**config.mk**
```make
export PLATFORM = sky130hd
export DESIGN_NAME = usb_hub_repeater
export DESIGN_NICKNAME = d
export VERILOG_FILES = /design/src/rtl/usb_hub_pkg.sv /design/src/rtl/usb_eop_detect.sv /design/src/rtl/usb_hub_repeater.sv
export SDC_FILE = /design/constraint.sdc
export NUM_CORES = 1
export LEC_CHECK = 0
export BUFFER_PORTS_ARGS = -buffer_cell sky130_fd_sc_hd__buf_2
export CAP_MARGIN = 20
export CORE_MARGIN = 2
export CORE_UTILIZATION = 58
export DETAILED_ROUTE_END_ITERATION = 7
export GPL_TIMING_DRIVEN = 1
export PLACE_DENSITY_LB_ADDON = 0.3
export SYNTH_ARGS = -nofsm -noshare
export SYNTH_HDL_FRONTEND = slang
export SYNTH_SLANG_ARGS = --single-unit
```
**constraint.sdc**
```tcl
create_clock -name i_hi_clock -period 4.56 [get_ports i_hi_clock]
set_input_delay 0.228 -clock i_hi_clock [delete_from_list [all_inputs] [get_ports i_hi_clock]]
set_output_delay 0.228 -clock i_hi_clock [all_outputs]
set_load 0.02 [all_outputs]
```
**src/rtl/usb_hub_pkg.sv**
```systemverilog
// Shared definitions for the USB hub datapath.
//   - Line-state encodings as {D+, D-}.
//   - rpt_state_e: repeater FSM states (also exported on the debug port).
//   - BABBLE_LIMIT_DEFAULT: default maximum upstream packet length, shared
//     with the hub controller.
package usb_hub_pkg;

  localparam logic [1:0] LINE_J   = 2'b10;
  localparam logic [1:0] LINE_K   = 2'b01;
  localparam logic [1:0] LINE_SE0 = 2'b00;

  localparam int BABBLE_LIMIT_DEFAULT = 12000;

  typedef enum logic [2:0] {
    ST_IDLE      = 3'd0,
    ST_DOWN      = 3'd1,
    ST_UP        = 3'd2,
    ST_FORCE_EOP = 3'd3,
    ST_EOP_HOLD  = 3'd4
  } rpt_state_e;

endpackage

```
**src/rtl/usb_eop_detect.sv**
```systemverilog
// End-of-packet detector: flags a J sample that follows one or more SE0
// samples since the last clear.
//   i_clk    clock
//   i_reset  synchronous active-high reset
//   i_clear  clears the SE0-seen flag (held while the repeater is idle)
//   i_line   {D+, D-} sample of the line being watched
//   o_eop    combinational EOP indication for the current sample
module usb_eop_detect
  import usb_hub_pkg::*;
(
  input  logic       i_clk,
  input  logic       i_reset,
  input  logic       i_clear,
  input  logic [1:0] i_line,
  output logic       o_eop
);

  logic r_se0_seen;

  always_ff @(posedge i_clk) begin
    if (i_reset || i_clear) begin
      r_se0_seen <= 1'b0;
    end else if (i_line == LINE_SE0) begin
      r_se0_seen <= 1'b1;
    end
  end

  assign o_eop = r_se0_seen && (i_line == LINE_J);

endmodule

```
**src/rtl/usb_hub_repeater.sv**
```systemverilog
// Packet repeater between the upstream (host) transceiver and
// NUM_USB_DEVICES downstream transceivers, one cycle of registered latency.
//   i_hi_clock, i_reset               clock, synchronous active-high reset
//   i_host_rx_plus/minus              host line state in
//   o_host_tx_plus/minus, o_host_tx_oe repeated state toward host, drive enable
//   i_dev_rx_plus/minus  [N]          device line states in
//   o_dev_tx_plus/minus  [N]          repeated state toward devices
//   o_dev_tx_oe          [N]          per-port drive enable
//   i_port_enable        [N]          per-port enable from hub controller
//   o_babble_detect      [N]          sticky babble flag, cleared by disable
//   o_active_port                     upstream owner (valid in UP/FORCE_EOP)
//   o_rpt_state                       FSM state for debug
//
// state        | meaning
// IDLE         | all tx = J, all oe low, waiting for SOP K on either side
// DOWN         | host line repeated to all eligible ports
// UP           | active port repeated to host, babble counter running
// FORCE_EOP    | SE0 driven upstream for two cycles after babble/disable
// EOP_HOLD     | J driven for one cycle with the previous oe still high
module usb_hub_repeater
  import usb_hub_pkg::*;
#(
  parameter  int NUM_USB_DEVICES = 4,
  parameter  int BABBLE_LIMIT    = BABBLE_LIMIT_DEFAULT,
  localparam int PORT_W          = (NUM_USB_DEVICES > 1) ? $clog2(NUM_USB_DEVICES) : 1
) (
  input  logic                       i_hi_clock,
  input  logic                       i_reset,
  input  logic                       i_host_rx_plus,
  input  logic                       i_host_rx_minus,
  output logic                       o_host_tx_plus,
  output logic                       o_host_tx_minus,
  output logic                       o_host_tx_oe,
  input  logic [NUM_USB_DEVICES-1:0] i_dev_rx_plus,
  input  logic [NUM_USB_DEVICES-1:0] i_dev_rx_minus,
  output logic [NUM_USB_DEVICES-1:0] o_dev_tx_plus,
  output logic [NUM_USB_DEVICES-1:0] o_dev_tx_minus,
  output logic [NUM_USB_DEVICES-1:0] o_dev_tx_oe,
  input  logic [NUM_USB_DEVICES-1:0] i_port_enable,
  output logic [NUM_USB_DEVICES-1:0] o_babble_detect,
  output logic [PORT_W-1:0]          o_active_port,
  output logic [2:0]                 o_rpt_state
);

  localparam int              CNT_W   = $clog2(BABBLE_LIMIT + 1);
  localparam logic [CNT_W-1:0] CNT_MAX = CNT_W'(BABBLE_LIMIT);
  localparam int              N       = NUM_USB_DEVICES;

  rpt_state_e       r_state, w_state_nxt;
  logic [1:0]       r_host_tx, w_host_tx_nxt;
  logic             r_host_tx_oe, w_host_tx_oe_nxt;
  logic [N-1:0]     r_dev_tx_plus, w_dev_tx_plus_nxt;
  logic [N-1:0]     r_dev_tx_minus, w_dev_tx_minus_nxt;
  logic [N-1:0]     r_dev_tx_oe, w_dev_tx_oe_nxt;
  logic [N-1:0]     r_babble, w_babble_nxt;
  logic [PORT_W-1:0] r_active_port, w_active_port_nxt;
  logic [CNT_W-1:0] r_cnt, w_cnt_nxt;
  logic             r_force, w_force_nxt;

  logic [1:0]       w_host_line, w_up_line, w_eop_line;
  logic [N-1:0]     w_eligible, w_dev_k;
  logic             w_any_dev_k, w_babble_hit, w_eop, w_eop_clear;
  logic [PORT_W-1:0] w_low_idx;

  assign w_host_line = {i_host_rx_plus, i_host_rx_minus};
  assign w_up_line   = {i_dev_rx_plus[r_active_port], i_dev_rx_minus[r_active_port]};
  assign w_eligible  = i_port_enable & ~r_babble;
  assign w_dev_k     = w_eligible & ~i_dev_rx_plus & i_dev_rx_minus;
  assign w_eop_line  = (r_state == ST_UP) ? w_up_line : w_host_line;
  assign w_eop_clear = (r_state == ST_IDLE);

  usb_eop_detect u_eop_detect (
    .i_clk   (i_hi_clock),
    .i_reset (i_reset),
    .i_clear (w_eop_clear),
    .i_line  (w_eop_line),
    .o_eop   (w_eop)
  );

  // Scan from the top so the lowest requesting index is the one left standing.
  always_comb begin
    w_any_dev_k = 1'b0;
    w_low_idx   = '0;
    for (int i = N - 1; i >= 0; i--) begin
      if (w_dev_k[i]) begin
        w_any_dev_k = 1'b1;
        w_low_idx   = PORT_W'(i);
      end
    end
  end

  always_comb begin
    w_state_nxt        = r_state;
    w_host_tx_nxt      = LINE_J;
    w_host_tx_oe_nxt   = 1'b0;
    w_dev_tx_plus_nxt  = '1;
    w_dev_tx_minus_nxt = '0;
    w_dev_tx_oe_nxt    = '0;
    w_active_port_nxt  = r_active_port;
    w_cnt_nxt          = r_cnt;
    w_force_nxt        = r_force;
    w_babble_hit       = 1'b0;

    case (r_state)
      ST_IDLE: begin
        if (w_host_line == LINE_K) begin
          w_state_nxt        = ST_DOWN;
          w_dev_tx_plus_nxt  = {N{w_host_line[1]}};
          w_dev_tx_minus_nxt = {N{w_host_line[0]}};
          w_dev_tx_oe_nxt    = w_eligible;
        end else if (w_any_dev_k) begin
          w_state_nxt       = ST_UP;
          w_active_port_nxt = w_low_idx;
          w_cnt_nxt         = '0;
          w_host_tx_nxt     = LINE_K;
          w_host_tx_oe_nxt  = 1'b1;
        end
      end
      ST_DOWN: begin
        w_dev_tx_plus_nxt  = {N{w_host_line[1]}};
        w_dev_tx_minus_nxt = {N{w_host_line[0]}};
        w_dev_tx_oe_nxt    = w_eligible;
        if (w_eop) w_state_nxt = ST_EOP_HOLD;
      end
      ST_UP: begin
        w_host_tx_nxt    = w_up_line;
        w_host_tx_oe_nxt = 1'b1;
        w_cnt_nxt        = (r_cnt == CNT_MAX) ? r_cnt : r_cnt + CNT_W'(1);
        // Terminal count is checked on the registered value, so the packet
        // gets exactly BABBLE_LIMIT counted cycles before being cut off.
        if (!i_port_enable[r_active_port] || (r_cnt == CNT_MAX)) begin
          w_state_nxt   = ST_FORCE_EOP;
          w_host_tx_nxt = LINE_SE0;
          w_force_nxt   = 1'b0;
          w_babble_hit  = (r_cnt == CNT_MAX);
        end else if (w_eop) begin
          w_state_nxt = ST_EOP_HOLD;
        end
      end
      ST_FORCE_EOP: begin
        w_host_tx_oe_nxt = 1'b1;
        if (!r_force) begin
          w_host_tx_nxt = LINE_SE0;
          w_force_nxt   = 1'b1;
        end else begin
          w_state_nxt = ST_EOP_HOLD;
        end
      end
      ST_EOP_HOLD: w_state_nxt = ST_IDLE;
      default:     w_state_nxt = ST_IDLE;
    endcase

    // Disable always wins, so a disabled port can never hold a stale flag.
    for (int i = 0; i < N; i++) begin
      w_babble_nxt[i] = i_port_enable[i] &
                        (r_babble[i] | (w_babble_hit && (r_active_port == PORT_W'(i))));
    end
  end

  always_ff @(posedge i_hi_clock) begin
    if (i_reset) begin
      r_state        <= ST_IDLE;
      r_host_tx      <= LINE_J;
      r_host_tx_oe   <= 1'b0;
      r_dev_tx_plus  <= '1;
      r_dev_tx_minus <= '0;
      r_dev_tx_oe    <= '0;
      r_babble       <= '0;
      r_active_port  <= '0;
      r_cnt          <= '0;
      r_force        <= 1'b0;
    end else begin
      r_state        <= w_state_nxt;
      r_host_tx      <= w_host_tx_nxt;
      r_host_tx_oe   <= w_host_tx_oe_nxt;
      r_dev_tx_plus  <= w_dev_tx_plus_nxt;
      r_dev_tx_minus <= w_dev_tx_minus_nxt;
      r_dev_tx_oe    <= w_dev_tx_oe_nxt;
      r_babble       <= w_babble_nxt;
      r_active_port  <= w_active_port_nxt;
      r_cnt          <= w_cnt_nxt;
      r_force        <= w_force_nxt;
    end
  end

  assign o_host_tx_plus  = r_host_tx[1];
  assign o_host_tx_minus = r_host_tx[0];
  assign o_host_tx_oe    = r_host_tx_oe;
  assign o_dev_tx_plus   = r_dev_tx_plus;
  assign o_dev_tx_minus  = r_dev_tx_minus;
  assign o_dev_tx_oe     = r_dev_tx_oe;
  assign o_babble_detect = r_babble;
  assign o_active_port   = r_active_port;
  assign o_rpt_state     = r_state;

endmodule

```
==> results of run 1 <==
==> cell type report <==
type,instances,share of cell area
Tap cell,44,0.0261
Clock inverter,2,0.00594
Multi-Input combinational cell,148,0.505
Sequential cell,34,0.323
Timing Repair Buffer,40,0.0962
Inverter,11,0.0196
Clock buffer,6,0.0243
==> routing by layer <==
| layer | part of all wire | wire length [um] | vias up |
|---|---|---|---|
| li1 | - | - | 851 |
| met1 | 0.47 | 1960 | 804 |
| met2 | 0.45 | 1910 | 54 |
| met3 | 0.064 | 267 | 6 |
| met4 | 0.016 | 67 | 0 |
| met5 | 0 | 0 | - |
==> worst max-delay path, stage by stage, from the launching register on <==
cell and delay [ps]:
dfxtp_1 350, inv_1 90, ha_1 150, nor4b_1 310
nand4_2 230, a21oi_2 670, nor4_1 150, mux2i_1 150
==> metrics by stage <==
stage / total power [mW] / hold slack, ps / instances
after floorplan: 0.511 / 344 / 210
after global placement: 0.545 / 457 / 277
after detailed placement: 0.550 / 466 / 277
after CTS: 0.731 / 88.1 / 285
after global routing: 0.769 / 95.7 / 285
final: 0.727 / 94.9 / 285
==> flip-flops by register name, indices dropped and copies added, names as in the netlist <==
register                 cells
u_eop_detect.r_se0_seen      1
r_host_tx                    2
o_dev_tx_plus                1
o_dev_tx_oe                  4
r_cnt                       14
o_host_tx_oe                 1
o_dev_tx_minus               1
o_active_port                2
r_force                      1
o_rpt_state                  3
o_babble_detect              4
==> kinds of logic (layout without fill, tap and decap cells) <==
group           Yosys count  in the layout  synth area share
compound gates           56             56             0.196
fa+ha+maj                 2              2            0.0132
buf+inv                  28             59            0.0817
flops                    34             34             0.358
mux                       6              6            0.0514
simple gates             84             84             0.299
==> cells in the final DEF, fill, tap and decap left out, types with 3 or more instances in the layout <==
| master | netlist | layout |
|---|---|---|
| o31ai_1 | 9 | 9 |
| nand2b_1 | 6 | 6 |
| nand2_1 | 12 | 12 |
| a21oi_1 | 18 | 18 |
| and3_1 | 4 | 4 |
| buf_2 | 3 | 39 |
| inv_1 | 10 | 10 |
| a31oi_1 | 5 | 5 |
| mux2i_1 | 3 | 3 |
| and2_1 | 4 | 4 |
| nand3_1 | 7 | 7 |
| nor2_1 | 11 | 11 |
| a211oi_1 | 4 | 4 |
| clkbuf_4 | 0 | 5 |
| dfxtp_1 | 34 | 34 |
| mux4_2 | 3 | 3 |
| nand4_1 | 4 | 4 |
| or4_1 | 9 | 9 |
| nor3b_1 | 9 | 9 |
==> worst paths after layout <==
path | depth (start not counted) | slack, ps | end
setup reg to reg | 7 | 2350 | r_cnt[5]$_SDFFE_PP0P_
hold reg to reg | 1 | 480 | o_dev_tx_oe[0]$_SDFF_PP0_
hold / removal | 2 | 90 | o_dev_tx_plus[2]$_SDFF_PP1_
setup / recovery | 7 | 2350 | r_cnt[5]$_SDFFE_PP0P_
==> where the power goes <==
part	total, mW	switching [mW]	internal, mW
clock	0.182	0.108	0.0741
sequential	0.345	0.0292	0.316
combinational	0.200	0.125	0.0753
==> impl_results.md, run 1 <==
* Ys flop type: dfxtp_1
* Die Footprint at 0.00375 sq mm
* Yosys Warn Count at 0
* Final HPWL DP at 3020 um
* Core Box Area at 0.00308 sq mm
* Post-CTS Setup Inserts at 0
* Initial Util at 0.617
* Synth Register Bits at 34
* Initial antenna violation count at 0
* Worst setup margin at 2350 ps
* CP Capture Type: flip-flop
* Setup Skew at 7.40 ps
* Leakage power figure at 0.788 nW
* Design area at 0.00211 sq mm
* Count of antenna-violating nets left after detailed routing at 0
* Met3 GRT Util at 0.0567
* Number of synthesized flops with an enable pin at 0
* Via count at 1,715
* VDD IR max at 0.190 mV
* Final Wtd Congestion at 0.898
* Top Ports at 40
* Final core occ at 0.685
* Critical path fanouts, max at 21
* Overall routing resource usage at 0.248
* Die Y at 61.2 um
* Crit path DAT at 2450 ps
* TritonCTS Sinks at 34
* Mapped cell area at 0.00190 sq mm
* Fmax achieved at 453 MHz
* Vias per cell at 6.02
* Setup CP Type: reg2reg
* Unrepaired setup endpoints after global routing: no
* CTS tree: done
* Share of cells above drive strength 1 at 0.253
* Vias in the first global route at 1,469
* Grt ovf at 0
* Period Utilization, post-route at 0.484
* Post-CTS Hold Buffers at 0
* Actual slew at the worst max-slew pin at 794 ps
* Inserted Diodes at 0
* Origin of the worst setup path: r_cnt[0]$_SDFFE_PP0P_
* Routed WL per cell at 14.7 um
* Final Hold Viols at 0
* Asr flop ratio synth at 0
* Multi-input gate area at 0.00106 sq mm
* Status: completed
* Count leader, synth: dfxtp_1
* Sequential area share after synthesis at 0.358
* Later-pin clock latency in the skew report at 340 ps
* Rows at 20
* Relative slew margins at 0.471
* Largest area contributor in the synthesized netlist: dfxtp_1
* Top cells by count, synth: dfxtp_1 (34), a21oi_1 (18), nand2_1 (12)
* Global route hottest layer: met2
* Req. time, crit path at 4800 ps
* Setup crit start kind: flip-flop
* CTS H-Tree Depth at 2
* Initial DRC count at 120
* Worst slack, placed at 2370 ps
* Die width at 61.2 um
* Final wirelength at 4200 um
* Main area contributors after synthesis: dfxtp_1 (36%), a21oi_1 (4.7%), nor3b_1 (3.6%), o31ai_1 (3.6%), or4_1 (3.6%)
* Post-route DRC at 0
* Total negative slack at 0 ps
* Yosys top cell area share at 0.358
* P per Cell Area at 345 mW/mm^2
* Synth Instances at 210
* Max-cap violations at 0
* Endpoints failing setup at 0
* CTS Buf Count at 5
* Worst Hold Class: in2reg
* Pin count of the biggest net entering global routing at 22
* CTS resizes at 0
* GR Util met2 at 0.378
* Placed inst area at 0.00204 sq mm
* Worst r2r src: r_cnt[0]$_SDFFE_PP0P_
* Worst-path clk slew at 110 ps
* Met1 Use GR at 0.342
* Mapped Avg Cell Area at 9.04 sq um
* Nets at 258
* First-pass GRT wire length at 6840 um
* CTS max path bufs at 2
* Fin. max-slew vios at 0
* PortBufs at 39
* Fillers at 270
* Drt first pass iters at 4
* FF/Latch Area at 681 sq um
* Syn_nets at 228
* Area grow syn2layout at 10.9%
* Crit path time final at 2210 ps
* Hold path start: i_host_rx_minus
* Clk root buf: clkbuf_4
* Distinct cells, synth at 52
No activity file was read; power rests on OpenSTA's default activity.
==> run 2: changes to the inputs <==
--- a/config.mk
+++ b/config.mk
@@ -8,7 +8,7 @@
 export BUFFER_PORTS_ARGS = -buffer_cell sky130_fd_sc_hd__buf_2
 export CAP_MARGIN = 20
 export CORE_MARGIN = 2
-export CORE_UTILIZATION = 58
+export CORE_UTILIZATION = 49
 export DETAILED_ROUTE_END_ITERATION = 7
 export GPL_TIMING_DRIVEN = 1
 export PLACE_DENSITY_LB_ADDON = 0.3
==> constraint.sdc (replaced) <==
create_clock -name i_hi_clock -period 1.8 [get_ports i_hi_clock]
set_input_delay 0.09 -clock i_hi_clock [delete_from_list [all_inputs] [get_ports i_hi_clock]]
set_output_delay 0.09 -clock i_hi_clock [all_outputs]
set_load 0.02 [all_outputs]
==> impl_results.md, run 2 (synthesis results as in run 1) <==
* Placed cell count at 306
* CTS Buf Count at 5
* Rows at 22
* Unrepaired setup endpoints after global routing: yes
* Clk root buf: clkbuf_8
* Vias per cell at 5.85
* Total negative slack at 0 ps
* Crit path time final at 1770 ps
* Relative slew margins at 0.699
* Largest Register: r_cnt
* CP Capture Type: flip-flop
* P per Cell Area at 844 mW/mm^2
* Setup crit start kind: flip-flop
* R2R Setup Slk at 30 ps
* Worst-path clk slew at 60 ps
* Top Ports at 40
* Critical path fanouts, max at 5
* Die Footprint at 0.00439 sq mm
* Final core occ at 0.659
* CTS max path bufs at 2
* Initial Util at 0.515
* Count of antenna-violating nets left after detailed routing at 0
* Area grow syn2layout at 28.1%
* Worst Hold Class: in2reg
* Worst hold stages at 2
* Worst Hold End: o_dev_tx_plus[2]$_SDFF_PP1_
* VDD IR max at 0.405 mV
* Post-CTS Setup Inserts at 0
* Pin count of the biggest net entering global routing at 22
* PortBufs at 39
* CTS tree: done
* Via count at 1,836
* Worst slack, placed at 18.2 ps
* TritonCTS Sinks at 34
* Max-cap violations at 0
* Status: completed
* Fmax achieved at 567 MHz
* Hold path start: i_host_rx_minus
* Most common cell after layout, fill and taps aside: buf_2
* Initial antenna violation count at 0
* Post-route DRC at 0
* Nets at 284
* Setup CP Type: reg2reg
* Setup Skew at 3.48 ps
* Worst setup margin at 35.0 ps
* Vias in the first global route at 1,791
* Core Box Area at 0.00369 sq mm
* Grt ovf at 0
* Final HPWL DP at 3470 um
* Final Wtd Congestion at 0.928
* Post-CTS Hold Buffers at 0
* Overall routing resource usage at 0.241
* Die width at 66.3 um
* Fin. max-slew vios at 0
* Req. time, crit path at 1960 ps
* Routed WL per cell at 15.4 um
* WHS at 29.5 ps
* Period Utilization, post-route at 0.981
* Leakage power figure at 0.959 nW
* Actual slew at the worst max-slew pin at 452 ps
* Share of cells above drive strength 1 at 0.417
* Power, Total at 2.05 mW
* Initial DRC count at 144
* Later-pin clock latency in the skew report at 280 ps
* First-pass GRT wire length at 8130 um
* Inserted Diodes at 0
* Fin cells at 314
* Final wirelength at 4840 um
* FF-to-FF End: o_rpt_state[2]$_SDFFE_PP0P_
* Die Y at 66.3 um
* CTS H-Tree Depth at 2
* Worst r2r src: r_cnt[1]$_SDFFE_PP0P_
* FF-to-FF path depth at 7
* Endpoints failing setup at 0
* Design area at 0.00243 sq mm
* Crit path DAT at 1920 ps
* Placed inst area at 0.00224 sq mm
* Drt first pass iters at 4
* Commonest cells after routing, fill and taps aside: buf_2 (39), dfxtp_1 (28), buf_4 (23)
* Max FFs per register at 14
* Final Hold Viols at 0
run 2: changes by cell type in the layout (fill, tap and decap cells not counted), moves of 4 or more:
cell / change
a21oi_1: -6
buf_6: +4
clkbuf_8: +4
or4_1: -6
or4_4: +6
dfxtp_1: -6
a21oi_2: +5
buf_4: +22
dfxtp_2: +6
clkbuf_4: -5
run 2: final cells by class:
cell class | count | area (sq um)
multi-input cells | 148 | 1150
fillers | 307 | 1260
flip-flops and latches | 34 | 688
well taps | 48 | 60.1
inverters | 11 | 41.3
repair buffers | 66 | 413
clock buffers | 7 | 76.3
run 2: worst max path at each step:
stage	to	startpoint
after detailed placement	r_cnt[11]$_SDFFE_PP0P_	r_cnt[0]$_SDFFE_PP0P_
after global routing	r_cnt[10]$_SDFFE_PP0P_	r_cnt[3]$_SDFFE_PP0P_
after global placement	r_cnt[7]$_SDFFE_PP0P_	r_cnt[0]$_SDFFE_PP0P_
after CTS	o_babble_detect[2]$_SDFF_PP0_	r_cnt[0]$_SDFFE_PP0P_
after floorplan	r_cnt[6]$_SDFFE_PP0P_	o_rpt_state[0]$_SDFFE_PP0P_
final	o_rpt_state[2]$_SDFFE_PP0P_	r_cnt[1]$_SDFFE_PP0P_
run 2: critical path, cell delays in order (launching register included):
cell and delay, ps:
dfxtp_2 320, inv_1 50, ha_2 180, nor4b_4 130
nand4_2 150, and2_1 240, o2111ai_1 150, a2111oi_1 420
run 2: power by group:
part	leakage [nW]	total [mW]	switching, mW	internal (mW)
Clock	0.0383	0.522	0.256	0.266
Combinational	0.642	0.680	0.391	0.289
Sequential	0.279	0.851	0.0461	0.805
Total	0.959	2.05	0.693	1.36
run 2: per-layer routing:
layer  part of all wire  GRT usage
met3              0.041     0.0460
met5                  0          0
met2               0.46      0.373
met4              0.021      0.120
met1               0.48      0.319
run 2: timing repair:
| item | in CTS | in global routing |
|---|---|---|
| resized for setup | 0 | 34 |
| cloned | 0 | 1 |
| setup endpoints to repair | 11 | 24 |
| pin swaps | 1 | 15 |
==> run 3: changes to the inputs <==
--- a/config.mk
+++ b/config.mk
@@ -11,7 +11,7 @@
 export CORE_UTILIZATION = 49
 export DETAILED_ROUTE_END_ITERATION = 7
 export GPL_TIMING_DRIVEN = 1
-export PLACE_DENSITY_LB_ADDON = 0.3
+export PLACE_DENSITY = 0.77
 export SYNTH_ARGS = -nofsm -noshare
 export SYNTH_HDL_FRONTEND = slang
 export SYNTH_SLANG_ARGS = --single-unit
==> impl_results.md, run 3 (synthesis results as in run 1) <==
* Final wirelength at 4940 um
* Crit path DAT at 1980 ps
* Fmax achieved at 573 MHz
* Share of cells above drive strength 1 at 0.399
* Worst-path clk slew at 70 ps
* FF-to-FF path depth at 8
* Area grow syn2layout at 29.9%
* Relative slew margins at 0.719
* Rows at 22
* Max FFs per register at 14
* FF-to-FF End: r_cnt[6]$_SDFFE_PP0P_
* First-pass GRT wire length at 7850 um
* Fin. max-slew vios at 0
* Post-route DRC at 0
* Crit path time final at 1750 ps
* Final Wtd Congestion at 0.952
* TritonCTS Sinks at 34
* Setup CP Type: reg2reg
* Initial DRC count at 116
* Die Footprint at 0.00439 sq mm
* Vias per cell at 5.96
* Clk root buf: clkbuf_8
* CTS H-Tree Depth at 2
* Die width at 66.3 um
* CTS tree: done
* Commonest cells after routing, fill and taps aside: buf_2 (39), dfxtp_1 (33), buf_4 (19)
* CTS max path bufs at 2
* R2R Setup Slk at 50 ps
* Largest Register: r_cnt
* Leakage power figure at 0.948 nW
* Later-pin clock latency in the skew report at 300 ps
* Origin of the worst setup path: r_cnt[1]$_SDFFE_PP0P_
* Initial antenna violation count at 0
* Req. time, crit path at 2040 ps
* Design area at 0.00247 sq mm
* Most common cell after layout, fill and taps aside: buf_2
* Period Utilization, post-route at 0.970
* PortBufs at 39
* Critical path fanouts, max at 11
* Placed inst area at 0.00220 sq mm
* Critical path capture point: r_cnt[6]$_SDFFE_PP0P_
* Nets at 280
* Post-CTS Hold Buffers at 0
* Routed WL per cell at 15.9 um
* Final HPWL DP at 3420 um
* Final core occ at 0.669
* Initial Util at 0.515
* Inserted Diodes at 0
* Total negative slack at 0 ps
* Endpoints failing setup at 0
* Fillers at 294
* Core Box Area at 0.00369 sq mm
* Max-cap violations at 0
* VDD IR max at 0.569 mV
* Pin count of the biggest net entering global routing at 22
* Top Ports at 40
* Placed cell count at 300
* Final Hold Viols at 0
* Via count at 1,854
* Status: completed
* Grt ovf at 0
* Worst r2r src: r_cnt[1]$_SDFFE_PP0P_
* Actual slew at the worst max-slew pin at 421 ps
* CTS Buf Count at 5
* Setup crit start kind: flip-flop
* Vias in the first global route at 1,666
* P per Cell Area at 872 mW/mm^2
* Die Y at 66.3 um
* Count of antenna-violating nets left after detailed routing at 0
* Fin cells at 311
* Overall routing resource usage at 0.235
* Drt first pass iters at 4
* Setup Skew at 7.15 ps
* CP Capture Type: flip-flop
* Worst Hold Class: in2reg
[run 3: repair_timing]
action / 4_1_cts / 5_1_grt
endpoints found under the setup margin: 2 / 21
gates cloned: 0 / 1
buffers inserted: 0 / 3
pin swaps: 0 / 12
gates resized for setup: 1 / 34
[run 3: where the power goes]
part           switching [mW]  leakage [nW]  internal, mW
sequential             0.0441         0.277         0.802
clock                   0.293        0.0482         0.309
combinational           0.413         0.623         0.293
total                   0.750         0.948          1.40
[run 3: final cells by class]
cell class / instances / area, sq um / area share
Sequential cell: 34 / 682 / 0.276
Multi-Input combinational cell: 149 / 1210 / 0.491
Clock inverter: 1 / 5.00 / 0.00203
Clock buffer: 7 / 86.3 / 0.0350
Tap cell: 48 / 60.1 / 0.0243
Timing Repair Buffer: 61 / 380 / 0.154
Inverter: 11 / 41.3 / 0.0167
[run 3: worst min path at each step]
stage,slack [ps],end,cells past startpoint,start
after detailed placement,360,o_dev_tx_plus[2]$_SDFF_PP1_,2,i_host_rx_minus
final,40,o_dev_tx_plus[2]$_SDFF_PP1_,2,i_host_rx_minus
after floorplan,210,o_dev_tx_plus[2]$_SDFF_PP1_,1,i_host_rx_minus
after global placement,330,o_dev_tx_plus[2]$_SDFF_PP1_,2,i_host_rx_minus
after global routing,40,o_dev_tx_plus[2]$_SDFF_PP1_,2,i_host_rx_minus
after CTS,40,o_dev_tx_plus[2]$_SDFF_PP1_,2,i_host_rx_minus
[run 3: layer usage]
layer  wire [um]  share of wire  global-route usage
met1        2130           0.43               0.302
met2        2410           0.49               0.378
met3         313          0.063              0.0613
met4          85          0.017              0.0842
met5           0              0                   0
[run 3: critical path: stages (launching register included)]
cell	delay, ps
dfxtp_1	360
inv_1	60
ha_1	180
nor4b_4	140
nand4_4	130
a21oi_4	80
buf_12	140
or4_4	480
a21oi_2	130
[run 3: per-stage QoR]
step	total power, mW	hold slack, ps	worst slack (ps)
floorplan	1.30	206	31.3
global placement	1.46	334	63.9
detailed placement	1.47	360	-15.5
CTS	2.07	39.6	5.51
global route	2.26	41.7	-23.6
finish	2.15	39.6	53.9
